### config.mk
export PLATFORM = sky130hd
export DESIGN_NAME = wb_bus_arbiter
export DESIGN_NICKNAME = d
export VERILOG_FILES = /design/src/rtl/wb_bus_arbiter.sv
export SDC_FILE = /design/constraint.sdc
export NUM_CORES = 1
export LEC_CHECK = 0
export ABC_AREA = 1
export CORE_ASPECT_RATIO = 0.6
export CORE_MARGIN = 10
export CORE_UTILIZATION = 45
export CTS_BUF_LIST = sky130_fd_sc_hd__clkbuf_4 sky130_fd_sc_hd__clkbuf_8
export DETAILED_ROUTE_END_ITERATION = 10
export HOLD_SLACK_MARGIN = 0.1
export PLACE_DENSITY = 0.72
export SLEW_MARGIN = 20
export SYNTH_ARGS = -nofsm -noshare
export SYNTH_HDL_FRONTEND = slang
export SYNTH_SLANG_ARGS = --single-unit
### constraint.sdc
create_clock -name clk -period 4.8 [get_ports clk]
set_input_delay 0.72 -clock clk [delete_from_list [all_inputs] [get_ports clk]]
set_output_delay 0.72 -clock clk [all_outputs]
set_load 0.05 [all_outputs]
### src/rtl/wb_bus_arbiter.sv
// Round-robin arbiter for the 8:1 writeback mux with a bounded hold time per owner.
// Optional owner lock (suppresses hold-limit preemption) enabled by defining WB_ARB_LOCK_EN.
module wb_bus_arbiter #(
  parameter int NREQ     = 8,
  parameter int SEL_W    = 3,
  parameter int MAX_HOLD = 4
) (
  input  logic             clk,
  input  logic             rst_n,
`ifdef WB_ARB_LOCK_EN
  input  logic             lock,
`endif
  input  logic [NREQ-1:0]  req,
  output logic [NREQ-1:0]  gnt,
  output logic [SEL_W-1:0] sel,
  output logic             busy,
  output logic [3:0]       hold_cnt_o
);

  typedef enum logic [0:0] {
    ST_IDLE  = 1'b0,
    ST_GRANT = 1'b1
  } state_t;

  localparam logic [3:0] HOLD_MAX = 4'(MAX_HOLD);

  state_t           state_r, state_s;
  logic [SEL_W-1:0] ptr_r, ptr_s;
  logic [NREQ-1:0]  gnt_r, gnt_s;
  logic [SEL_W-1:0] sel_r, sel_s;
  logic             busy_r, busy_s;
  logic [3:0]       hold_r, hold_s;

  logic [NREQ-1:0]  owner_mask_s;
  logic [NREQ-1:0]  others_s;
  logic             rel_a_s;
  logic             rel_b_s;
  logic             lock_s;
  logic [SEL_W:0]   win_idle_s;
  logic [SEL_W:0]   win_rel_s;

  // Returns {found, index} of the first set bit of r, scanning upward from p with wrap.
  function automatic logic [SEL_W:0] pick_winner(input logic [NREQ-1:0] r,
                                                 input logic [SEL_W-1:0] p);
    logic [SEL_W:0]   res;
    logic [SEL_W-1:0] idx;
    res = '0;
    for (int i = NREQ - 1; i >= 0; i--) begin
      idx = p + SEL_W'(i);
      if (r[idx]) begin
        res = {1'b1, idx};
      end
    end
    return res;
  endfunction

`ifdef WB_ARB_LOCK_EN
  assign lock_s = lock;
`else
  assign lock_s = 1'b0;
`endif

  // Release qualification for the current owner (sel_r holds the owner index).
  always_comb begin
    owner_mask_s = NREQ'(1) << sel_r;
    others_s     = req & ~owner_mask_s;
    rel_a_s      = ~|(req & owner_mask_s);
    rel_b_s      = (hold_r == HOLD_MAX) & (|others_s) & ~lock_s;
    win_idle_s   = pick_winner(req, ptr_r);
    win_rel_s    = pick_winner(others_s, sel_r + SEL_W'(1));
  end

  // Next-state and next-output logic.
  always_comb begin
    state_s = state_r;
    ptr_s   = ptr_r;
    gnt_s   = gnt_r;
    sel_s   = sel_r;
    busy_s  = busy_r;
    hold_s  = hold_r;
    case (state_r)
      ST_IDLE: begin
        if (win_idle_s[SEL_W]) begin
          state_s = ST_GRANT;
          gnt_s   = NREQ'(1) << win_idle_s[SEL_W-1:0];
          sel_s   = win_idle_s[SEL_W-1:0];
          busy_s  = 1'b1;
          hold_s  = 4'd1;
        end else begin
          state_s = ST_IDLE;
        end
      end
      ST_GRANT: begin
        if (rel_a_s || rel_b_s) begin
          ptr_s = sel_r + SEL_W'(1);
          // Owner bit is already excluded from others_s, covering both release causes.
          if (win_rel_s[SEL_W]) begin
            state_s = ST_GRANT;
            gnt_s   = NREQ'(1) << win_rel_s[SEL_W-1:0];
            sel_s   = win_rel_s[SEL_W-1:0];
            busy_s  = 1'b1;
            hold_s  = 4'd1;
          end else begin
            state_s = ST_IDLE;
            gnt_s   = '0;
            busy_s  = 1'b0;
            hold_s  = 4'd0;
          end
        end else if (hold_r < HOLD_MAX) begin
          hold_s = hold_r + 4'd1;
        end else begin
          hold_s = hold_r;
        end
      end
      default: begin
        state_s = ST_IDLE;
        gnt_s   = '0;
        busy_s  = 1'b0;
        hold_s  = 4'd0;
      end
    endcase
  end

  // State, pointer and registered outputs.
  always_ff @(posedge clk or negedge rst_n) begin
    if (!rst_n) begin
      state_r <= ST_IDLE;
      ptr_r   <= '0;
      gnt_r   <= '0;
      sel_r   <= '0;
      busy_r  <= 1'b0;
      hold_r  <= 4'd0;
    end else begin
      state_r <= state_s;
      ptr_r   <= ptr_s;
      gnt_r   <= gnt_s;
      sel_r   <= sel_s;
      busy_r  <= busy_s;
      hold_r  <= hold_s;
    end
  end

  assign gnt        = gnt_r;
  assign sel        = sel_r;
  assign busy       = busy_r;
  assign hold_cnt_o = hold_r;

endmodule

==> results by group <==
Global route
  • Vias in the first global route: 2640
  • Initial antenna violation count: 0
  • Gr usage total: 15.9%
  • First-pass GRT wire length: approximately 13000 um
  • Total congestion overflow: 0
  • Largest net degree at the start of global routing: 21

Clock network
  • Root Buffer: clkbuf_8
  • TritonCTS clock tree: done
  • # H-tree levels: 1
  • CTS max path bufs: 2
  • Clock transition at path regs: 0.08 ns
  • Post-CTS Setup Bufs: 0
  • Clk_lat worst skew: between 0.2 and 0.3 ns
  • TritonCTS Sinks: 20
  • CTS Buf Count: 3
  • Resized cells post-CTS: 0
  • CTS Hold Bufs: 0

Synth
  • FFs w/ async S/R, synth: 100%
  • Seq/Total Area, Yosys: between 10% and 20%
  • Yosys warning count: 0
  • Top_reg_cell synth: dfrtp_1
  • Post-Syn Area per Cell: ~6.0 um2
  • Post-synth EDFFs: 0
  • Synth Cell Area: roughly 0.0026 mm2
  • Post-synthesis cell type count: 35
  • Syn Inst Count: 435
  • Synthesized flop and latch total: 20
  • Net count after synthesis: 457

Place
  • Dpl hpwl: 6050 um
  • Gpl congestion: between 0.9 and 1
  • # port buffers: 25

Route
  • Drt pass-1 iters: 5
  • Routed via count: 2924
  • Antenna Nets Post-Route: 0
  • Starting DRT DRC Count: 313
  • Final wirelength: 7450 um
  • DR vias/cell: 5.49
  • DRC: 0
  • Avg WL per Cell: between 10 and 15 um

Timing
  • RSZ-0062 raised after global routing: no
  • Final setup vio count: 0
  • Post-route clock skew: just over 0.006 ns
  • Max Clock Freq: 0.303 GHz
  • Setup TNS Final: 0 ns
  • Worst Max-Slew Pin Slew: 0.895 ns
  • Final Hold Vio Count: 0
  • Final critical-path share of the clock period: roughly 69%
  • Worst relative slew slack: 40.1%
  • Tmin final: 3.30 ns
  • Slew Viols, Final: 0

Setup path
  • Crit. End Element: register
  • CP Launch Type: register
  • Max FO, Critical Path: 17
  • Worst EP required: about 5.0 ns
  • Arrival time at the worst endpoint: 3.46 ns
  • Critical path class: reg -> reg

Floorplan
  • Num ports: 26
  • Die ar.: between 0.009 and 0.01 mm2
  • Initial Util: 46.6%
  • Die Width: 118 um
  • FP Rows: 21
  • Core Box Area: 0.00560 mm2
  • Die H: about 80 um

Run status
  • Status: complete, no violations

Cells and area
  • Layout area overhead: 11.9%
  • Final-stage net count: approximately 480
  • Layout cells sized above 1: between 10% and 20%
  • Ant diodes: 0

Flow run
  • Max cap viols: 0

Min path
  • Hold Crit Class: reg -> reg
## placed cells by master, fill, tap and decap left out
cell type | netlist | routed
xor2_2 | 1 | 1
xor2_1 | 3 | 3
inv_1 | 35 | 35
dfrtp_1 | 20 | 20
nand2_1 | 136 | 136
a31oi_1 | 2 | 2
nor3_2 | 1 | 1
a22oi_1 | 1 | 1
clkbuf_8 | 0 | 4
o2111ai_1 | 1 | 1
a21o_1 | 1 | 1
o21ai_2 | 1 | 1
o22ai_1 | 3 | 3
nor2_1 | 41 | 41
o31ai_2 | 1 | 1
clkdlybuf4s50_1 | 0 | 25
o21ai_1 | 5 | 5
ha_1 | 12 | 12
o21bai_1 | 2 | 2
nand2_2 | 12 | 12
nor3_1 | 1 | 1
inv_2 | 10 | 10
nand2_4 | 1 | 1
inv_4 | 2 | 2
nand3_2 | 12 | 12
a21oi_2 | 3 | 3
nand4_1 | 4 | 4
xnor2_1 | 2 | 2
clkinv_1 | 1 | 1
a21oi_1 | 10 | 10
nand3_1 | 84 | 84
o21ai_0 | 6 | 6
nor2_2 | 10 | 10
## synth_stat cells, types with 6 or more instances
cell     number  area (um2)
nand2_1     136         510
nand3_1      84         420
nor2_1       41         154
inv_1        35         131
dfrtp_1      20         500
ha_1         12         150
nand2_2      12        75.1
nand3_2      12         120
a21oi_1      10        50.1
inv_2        10        37.5
nor2_2       10        62.6
o21ai_0       6        30.0
## logic make-up after synthesis
| logic type | Yosys count | synth area share (%) |
|---|---|---|
| AND/OR/NAND/NOR | 302 | 53.5 |
| buffers and inverters | 59 | 10.7 |
| AO/OA/AOI/OAI | 36 | 8.54 |
| flip-flops | 20 | 19.2 |
| adder cells (fa/ha/maj) | 12 | 5.76 |
| XOR/XNOR | 6 | 2.30 |
## worst max-delay path: stages, from the launching register on
cell     delay (ns)
dfrtp_1        0.71
inv_2          0.29
ha_1           0.53
inv_4          0.16
nand2_1        0.08
nand2_2        0.15
nand3_1        0.12
nand3_1        0.16
nand2_2        0.11
nor2_2         0.12
nand3_1        0.12
nor2_2         0.19
nor2_1         0.08
nand3_2        0.11
nor2_1         0.06
nor2_1         0.14
nor2_2         0.04
## per-layer routing
metal  GRT usage [%]  vias to the layer above  wire, um
li1                -                     1445         -
met1            24.4                     1357      3900
met2            22.3                      114      2930
met3            3.04                        8       561
met4            2.58                        0        54
met5               0                        -         0
## per-stage QoR
stage	cell area [um2]	instances	setup slack, ns	utilization (%)	hold slack (ns)
2_1_floorplan	2610	435	1.91	-	0.424
3_3_place_gp	2860	529	1.62	51.2	0.472
3_5_place_dp	2860	529	1.55	51.2	0.474
4_1_cts	2920	533	1.53	52.1	0.492
5_1_grt	2920	533	1.12	52.1	0.508
6_report	2920	533	1.50	52.1	0.490
## state kept, by name, indices dropped and copies added, names as in the netlist
name,flops
busy,1
ptr_r,3
gnt,8
state_r,1
sel,3
hold_cnt_o,4
## path summary, 6_finish.rpt
kind	slack (ns)	cells after the start	from	end
min reg2reg	0.49	1	busy	busy
min in group asynchronous	0.96	1	rst_n	hold_cnt_o[2]
max reg2reg	1.50	16	sel[0]	gnt[1]
max	1.50	16	sel[0]	gnt[1]
min	0.49	1	busy	busy
max in group asynchronous	3.29	1	rst_n	gnt[2]
## cell type report
class	count	area, um2
multi-input cells	356	1830
fillers	578	2680
flip-flops and latches	20	500
repair buffers	25	250
well taps	80	100
clock buffers	4	55.1
inverters	48	185
Power is not shown: default switching activity piles up to over one toggle a cycle in this logic, so the estimate is an artifact.
